**src/rtl/cpcs_rd_check_multi_if.sv**
```systemverilog
// Code-group input bundle and per-lane disparity status outputs of the
// CorePCS running-disparity checker.
interface cpcs_rd_check_multi_if #(
    parameter int LANES = 2,
    parameter int CNT_W = 16
);
    logic                IN_VALID;
    logic [10*LANES-1:0] DIN;
    logic                CNT_CLR;
    logic                OUT_VALID;
    logic [LANES-1:0]    DERR6;
    logic [LANES-1:0]    DERR4;
    logic [LANES-1:0]    CODE_ERR;
    logic [LANES-1:0]    RD_ERR;
    logic                RD_OUT;
    logic                LOCK;
    logic [CNT_W-1:0]    ERR_CNT;

    modport master (
        output IN_VALID, DIN, CNT_CLR,
        input  OUT_VALID, DERR6, DERR4, CODE_ERR, RD_ERR, RD_OUT, LOCK, ERR_CNT
    );

    modport slave (
        input  IN_VALID, DIN, CNT_CLR,
        output OUT_VALID, DERR6, DERR4, CODE_ERR, RD_ERR, RD_OUT, LOCK, ERR_CNT
    );
endinterface

```
**src/rtl/cpcs_rd_check_multi.sv**
```systemverilog
// Multi-lane registered 8B10B running-disparity checker with a saturating
// error counter and a disparity-lock state machine.
module cpcs_rd_check_multi #(
    parameter int LANES     = 2,
    parameter int CNT_W     = 16,
    parameter int GOOD_RUN  = 16,
    parameter int ERR_LIMIT = 4
) (
    input logic                  RBC1,
    input logic                  RESET,
    cpcs_rd_check_multi_if.slave bus
);
    typedef enum logic {UNLOCKED = 1'b0, LOCKED = 1'b1} lock_state_t;

    localparam int             SUM_W       = CNT_W + 1;
    localparam logic [7:0]     GOOD_RUN_8  = 8'(GOOD_RUN);
    localparam logic [7:0]     ERR_LIMIT_8 = 8'(ERR_LIMIT);
    localparam logic [SUM_W-1:0] CNT_MAX   = {1'b0, {CNT_W{1'b1}}};

    logic             rd_reg;
    logic             rd_chain [LANES+1];
    logic [LANES-1:0] derr6_comb, derr4_comb, code_err_comb, lane_err;
    logic             cycle_err;

    logic             out_valid_reg;
    logic [LANES-1:0] derr6_reg, derr4_reg, code_err_reg;
    logic [CNT_W-1:0] cnt_reg, cnt_next;
    logic [SUM_W-1:0] incr, err_sum;

    lock_state_t      state_reg, state_next;
    logic [7:0]       good_reg, good_next, bad_reg, bad_next, good_inc, bad_inc;
    logic             lock;

    assign rd_chain[0] = rd_reg;

    // Each lane starts from the disparity left by the previous lane.
    for (genvar gi = 0; gi < LANES; gi++) begin : g_lane
        logic [5:0] sb6;
        logic [3:0] sb4;
        logic [2:0] w6, w4;
        logic       rd6, need_minus6, need_plus6, need_minus4, need_plus4;

        assign sb6 = bus.DIN[10*gi+4 +: 6];
        assign sb4 = bus.DIN[10*gi +: 4];

        always_comb begin
            w6 = '0;
            for (int b = 0; b < 6; b++) w6 = w6 + 3'(sb6[b]);
            w4 = '0;
            for (int b = 0; b < 4; b++) w4 = w4 + 3'(sb4[b]);
        end

        assign need_minus6 = (w6 == 3'd4) || (sb6 == 6'b111000);
        assign need_plus6  = (w6 == 3'd2) || (sb6 == 6'b000111);
        assign rd6 = (w6 == 3'd4) ? 1'b1 : (w6 == 3'd2) ? 1'b0 : rd_chain[gi];

        assign need_minus4 = (w4 == 3'd3) || (sb4 == 4'b1100);
        assign need_plus4  = (w4 == 3'd1) || (sb4 == 4'b0011);
        assign rd_chain[gi+1] = (w4 == 3'd3) ? 1'b1 : (w4 == 3'd1) ? 1'b0 : rd6;

        assign derr6_comb[gi]    = (need_minus6 & rd_chain[gi]) | (need_plus6 & ~rd_chain[gi]);
        assign derr4_comb[gi]    = (need_minus4 & rd6) | (need_plus4 & ~rd6);
        assign code_err_comb[gi] = (w6 < 3'd2) || (w6 > 3'd4) || (w4 == 3'd0) || (w4 == 3'd4);
    end

    assign lane_err  = derr6_comb | derr4_comb | code_err_comb;
    assign cycle_err = |lane_err;

    always_comb begin
        incr = '0;
        if (bus.IN_VALID) begin
            for (int k = 0; k < LANES; k++) incr = incr + SUM_W'(lane_err[k]);
        end
    end

    assign err_sum = {1'b0, cnt_reg} + incr;

    always_comb begin
        cnt_next = cnt_reg;
        if (bus.CNT_CLR)          cnt_next = incr[CNT_W-1:0];
        else if (err_sum > CNT_MAX) cnt_next = CNT_MAX[CNT_W-1:0];
        else                      cnt_next = err_sum[CNT_W-1:0];
    end

    always_ff @(posedge RBC1) begin
        if (RESET) begin
            rd_reg        <= 1'b0;
            out_valid_reg <= 1'b0;
            derr6_reg     <= '0;
            derr4_reg     <= '0;
            code_err_reg  <= '0;
            cnt_reg       <= '0;
        end else begin
            out_valid_reg <= bus.IN_VALID;
            cnt_reg       <= cnt_next;
            if (bus.IN_VALID) begin
                rd_reg       <= rd_chain[LANES];
                derr6_reg    <= derr6_comb;
                derr4_reg    <= derr4_comb;
                code_err_reg <= code_err_comb;
            end else begin
                derr6_reg    <= '0;
                derr4_reg    <= '0;
                code_err_reg <= '0;
            end
        end
    end

    // Lock FSM: state register
    always_ff @(posedge RBC1) begin
        if (RESET) begin
            state_reg <= UNLOCKED;
            good_reg  <= '0;
            bad_reg   <= '0;
        end else begin
            state_reg <= state_next;
            good_reg  <= good_next;
            bad_reg   <= bad_next;
        end
    end

    assign good_inc = good_reg + 8'd1;
    assign bad_inc  = bad_reg + 8'd1;

    // Lock FSM: next state; invalid cycles leave everything untouched.
    always_comb begin
        state_next = state_reg;
        good_next  = good_reg;
        bad_next   = bad_reg;
        if (bus.IN_VALID) begin
            case (state_reg)
                UNLOCKED: begin
                    if (cycle_err) begin
                        good_next = '0;
                    end else if (good_inc == GOOD_RUN_8) begin
                        state_next = LOCKED;
                        good_next  = '0;
                        bad_next   = '0;
                    end else begin
                        good_next = good_inc;
                    end
                end
                LOCKED: begin
                    if (cycle_err) begin
                        good_next = '0;
                        if (bad_inc == ERR_LIMIT_8) begin
                            state_next = UNLOCKED;
                            bad_next   = '0;
                        end else begin
                            bad_next = bad_inc;
                        end
                    end else if (good_inc == GOOD_RUN_8) begin
                        good_next = '0;
                        bad_next  = '0;
                    end else begin
                        good_next = good_inc;
                    end
                end
                default: state_next = UNLOCKED;
            endcase
        end
    end

    // Lock FSM: outputs
    always_comb begin
        lock = 1'b0;
        if (state_reg == LOCKED) lock = 1'b1;
    end

    assign bus.OUT_VALID = out_valid_reg;
    assign bus.DERR6     = derr6_reg;
    assign bus.DERR4     = derr4_reg;
    assign bus.CODE_ERR  = code_err_reg;
    assign bus.RD_ERR    = derr6_reg | derr4_reg;
    assign bus.RD_OUT    = rd_reg;
    assign bus.LOCK      = lock;
    assign bus.ERR_CNT   = cnt_reg;
endmodule

```
**src/flat_wrapper.sv**
```systemverilog
// flat-port wrapper written by rule: the top's interface ports become plain ports
module cpcs_rd_check_multi_flat 
#(
    parameter int LANES     = 2,
    parameter int CNT_W     = 16,
    parameter int GOOD_RUN  = 16,
    parameter int ERR_LIMIT = 4
)
  (RBC1, RESET, bus_IN_VALID, bus_DIN, bus_CNT_CLR, bus_OUT_VALID, bus_DERR6, bus_DERR4, bus_CODE_ERR, bus_RD_ERR, bus_RD_OUT, bus_LOCK, bus_ERR_CNT);
  cpcs_rd_check_multi_if #(.LANES(LANES), .CNT_W(CNT_W)) bus_i ();
  input logic RBC1;
  input logic RESET;
  input wire logic [$bits(bus_i.IN_VALID)-1:0] bus_IN_VALID;
  input wire logic [$bits(bus_i.DIN)-1:0] bus_DIN;
  input wire logic [$bits(bus_i.CNT_CLR)-1:0] bus_CNT_CLR;
  output wire logic [$bits(bus_i.OUT_VALID)-1:0] bus_OUT_VALID;
  output wire logic [$bits(bus_i.DERR6)-1:0] bus_DERR6;
  output wire logic [$bits(bus_i.DERR4)-1:0] bus_DERR4;
  output wire logic [$bits(bus_i.CODE_ERR)-1:0] bus_CODE_ERR;
  output wire logic [$bits(bus_i.RD_ERR)-1:0] bus_RD_ERR;
  output wire logic [$bits(bus_i.RD_OUT)-1:0] bus_RD_OUT;
  output wire logic [$bits(bus_i.LOCK)-1:0] bus_LOCK;
  output wire logic [$bits(bus_i.ERR_CNT)-1:0] bus_ERR_CNT;
  assign bus_i.IN_VALID = bus_IN_VALID;
  assign bus_i.DIN = bus_DIN;
  assign bus_i.CNT_CLR = bus_CNT_CLR;
  assign bus_OUT_VALID = bus_i.OUT_VALID;
  assign bus_DERR6 = bus_i.DERR6;
  assign bus_DERR4 = bus_i.DERR4;
  assign bus_CODE_ERR = bus_i.CODE_ERR;
  assign bus_RD_ERR = bus_i.RD_ERR;
  assign bus_RD_OUT = bus_i.RD_OUT;
  assign bus_LOCK = bus_i.LOCK;
  assign bus_ERR_CNT = bus_i.ERR_CNT;
  cpcs_rd_check_multi #(.LANES(LANES), .CNT_W(CNT_W), .GOOD_RUN(GOOD_RUN), .ERR_LIMIT(ERR_LIMIT)) u_core (.RBC1(RBC1), .RESET(RESET), .bus(bus_i));
endmodule
```
**config.mk**
```make
export PLATFORM = sky130hd
export DESIGN_NAME = cpcs_rd_check_multi_flat
export DESIGN_NICKNAME = d
export VERILOG_FILES = /design/src/rtl/cpcs_rd_check_multi_if.sv /design/src/rtl/cpcs_rd_check_multi.sv /design/src/flat_wrapper.sv
export SDC_FILE = /design/constraint.sdc
export NUM_CORES = 1
export LEC_CHECK = 0
export CAP_MARGIN = 20
export CORE_AREA = 2 2 73 75
export DETAILED_ROUTE_END_ITERATION = 6
export DIE_AREA = 0 0 75 77
export DONT_BUFFER_PORTS = 1
export PLACE_DENSITY = 0.79
export SYNTH_ARGS = -nofsm -noshare
export SYNTH_HDL_FRONTEND = slang
export SYNTH_SLANG_ARGS = --single-unit
```
**constraint.sdc**
```tcl
create_clock -name RBC1 -period 5.8 [get_ports RBC1]
set_input_delay 1.16 -clock RBC1 [delete_from_list [all_inputs] [get_ports RBC1]]
set_output_delay 1.16 -clock RBC1 [all_outputs]
set_load 0.01 [all_outputs]
```
==> out/metrics.yaml <==
status: "finished, final reports clean"
synth_compound_gate_area_share_pct: 18.0
die_w_um: 75
initial_core_util_pct: 52.9
cts.sinks: 41
post_cts_resized: 0
first_global_vias: 2121
std_cell_rows: 26
syn_avg_cell_area_sq_um: 8.23
setup_viol: 0
largest_reg_flops: 16
leakagePower_nw: 1.20
synth_area_sq_um: 2630
fin_skew_ns: 0.00426
pwr-share-seq_pct: 42.8
clkPwrFrac_pct: 34.0
muxShareOfSynthArea_pct: 0.808
hold_viol: 0
grt_pass1_wl_um: 9060
r2r_start: "u_core.bus.RD_OUT"
synth_most_common_cell: "dfxtp_1"
seqCellArea_sq_um: 821
yosys-top-cells-count: "dfxtp_1 (41), inv_1 (37), a21oi_1 (31), nor2_1 (31), nand2_1 (24)"
holdWs_ns: 0.493
synth_cell_type_count: 51
p_switching_w: 0.000208
diodes: 0
power_density_nw_per_um2: 250
cpLargestDelayFamily: "adder cells"
clockRootBuffer: "clkbuf_8"
critical_path.cell_chain: "inv_1 -> ha_1 -> inv_1 -> fa_1 -> fa_1 -> fa_1 -> nand2b_1 -> o2bb2ai_2 -> o21bai_1 -> mux2i_1 -> nand3_1 -> ha_1 -> nand2_1 -> inv_1 -> ha_1 -> fa_2 -> nand4_2 -> nor3_4 -> nand4_4 -> nor3b_1 -> a211oi_1"
antenna_found_initial: 0
finalPower_w: 0.000711
fin_crit_ns: 5.42
cp_data_arrival_time_ns: 5.63
intPower_w: 0.000503
nets: 370
synth_top_family_by_area: "simple AND/OR/NAND/NOR gates"
relSlewSlack_pct: 58.0
grt_usage_pct: 19.5
htreeDepth: 2
synth_area_leaders: "dfxtp_1 (31%), ha_1 (7.6%), fa_1 (6.8%), a21oi_1 (5.9%), inv_1 (5.3%)"
yosysWarnings: 0
multiInputGateArea_sq_um: 1660
die_y_um: 77
wl_per_cell_um: 13.9
cp_slowest_cell: "fa_1"
synth_xor_xnor_area_share_pct: 2.99
ir_worst_vdd_mv: 0.169
cts_tree: "built"
hold_buffers: 0
stdcell_area_sq_um: 2840
synth_top_area_share_pct: 31.2
grt_max_degree: 23
synth_seq_cells: 41
cts_buffers: 5
cp_slowest_stage_delay_ns: 0.50
crit_path_start_kind: "input port"
totalWireLength_um: 5440
post_cts_buffers: 0
insertion_delay_ns: 0.30
hold_class: "flip-flop to flip-flop"
n_fill_cell: 471
synth-adder-area-share_pct: 14.4
gp_congestion: 0.868
initialDrtViolationCount: 106
combPwrFrac_pct: 23.2
synthCells: 320
drt_first_pass_iters: 4
tns_ns: 0
drc: 0
die_area_sq_um: 5780
via_count: 2265
ios: 51
synth_edf_count: 0
vias_per_cell: 5.78
area.growth.synth_to_final_pct: 7.79
synthSimpleGateAreaFrac_pct: 26.2
async_reset_ff_share_pct: 0
end_kind: "flip-flop"
grt-ovfl-total: 0
crit_buf_inv: 3
hold_path_startpoint: "u_core.good_reg[7]"
criticalPathCategory: "input port to flip-flop"
final.period_utilization_pct: 93.4
clk_pin_slew_ns: 0.08
worst_pin_slew_ns: 0.629
ys_seq_area_share_pct: 31.2
startpoint: "bus_DIN[4]"
cap_violations: 0
io_buffers: 0
rsz0062_at_grt: "no"
yosys.area.top_type: "dfxtp_1"
ant_nets: 0
critical_path_peak_fanout: 8
required_ns: 6.01
layout-drive-gt1-share_pct: 7.76
switching_share_pct: 29.2
synth_ff_type: "dfxtp_1"
finalMaxSlewViolations: 0
coreArea_sq_um: 4980
cts_max_path_buffers: 2
hpwl_um: 4080
fmax_mhz: 185
place_area_sq_um: 2700
syn_nets: 369
-- logic make-up after synthesis --
| logic type | Yosys count |
|---|---|
| and+or+nand+nor | 123 |
| AOI/OAI and AO/OA | 76 |
| buffers and inverters | 44 |
| DFF | 41 |
| adders and majority gates | 25 |
| xor gates and xnor gates | 9 |
| muxes | 2 |
-- worst paths after layout --
path,endpoint,slack [ns],cells past startpoint
hold / removal,u_core.good_reg[7],0.49,2
hold reg to reg,u_core.good_reg[7],0.49,2
setup / recovery,u_core.bus.ERR_CNT[1],0.38,21
setup reg to reg,u_core.bus.ERR_CNT[1],2.55,15
-- cell usage in the layout (no fill, tap or decap), types with 5 or more instances in the layout --
master    synthesis  routed
nor2_1           31      31
ha_1             16      16
nor2b_1           5       5
a21oi_1          31      31
nor3_1            9       9
clkbuf_8          0       6
nand2_1          24      24
xor2_1            5       5
inv_1            37      37
o21ai_0          14      13
a31oi_1           6       6
fa_1              9       8
and3_1            6       6
nand3_1          13      13
dfxtp_1          41      41
-- metal layers --
metal | wire length, um | vias up | global-route usage [%]
li1 | - | 1122 | -
met1 | 2350 | 1079 | 23.9
met2 | 2650 | 53 | 31.7
met3 | 350 | 11 | 5.52
met4 | 93 | 0 | 7.68
met5 | 0 | - | 0
-- cell type report --
type | count | area share (%)
clock buffers | 6 | 2.91
clock inverters | 2 | 1.32
inverters | 37 | 4.89
multi-input cells | 235 | 58.6
flip-flops and latches | 41 | 28.9
well taps | 70 | 3.09
repair buffers | 1 | 0.265
-- power by group through the flow --
stage          sequential, W  clock, W  combinational (W)
6_report            0.000304  0.000242           0.000165
5_1_grt             0.000306  0.000256           0.000189
4_1_cts             0.000304  0.000248           0.000161
3_3_place_gp        0.000310         0           0.000153
2_1_floorplan       0.000307         0           0.000134
3_5_place_dp        0.000311         0           0.000157
-- through the flow --
stage | setup slack, ns | util [%] | instances
6_report | 0.385 | 57.0 | 392
5_1_grt | 0.0480 | 57.0 | 392
4_1_cts | 0.178 | 56.7 | 392
3_5_place_dp | -0.113 | 54.2 | 384
3_3_place_gp | 0.0544 | 54.2 | 384
2_1_floorplan | 0.381 | - | 320
-- worst register-to-register path, delay by kind of cell, from the launching register on --
family / cells / cell delay, ns
simple gates: 6 / 0.96
fa+ha+maj: 3 / 0.73
compound gates: 4 / 0.65
flops: 1 / 0.51
mux: 1 / 0.27
buf+inv: 1 / 0.06
Power figures use the tool's default switching activity.
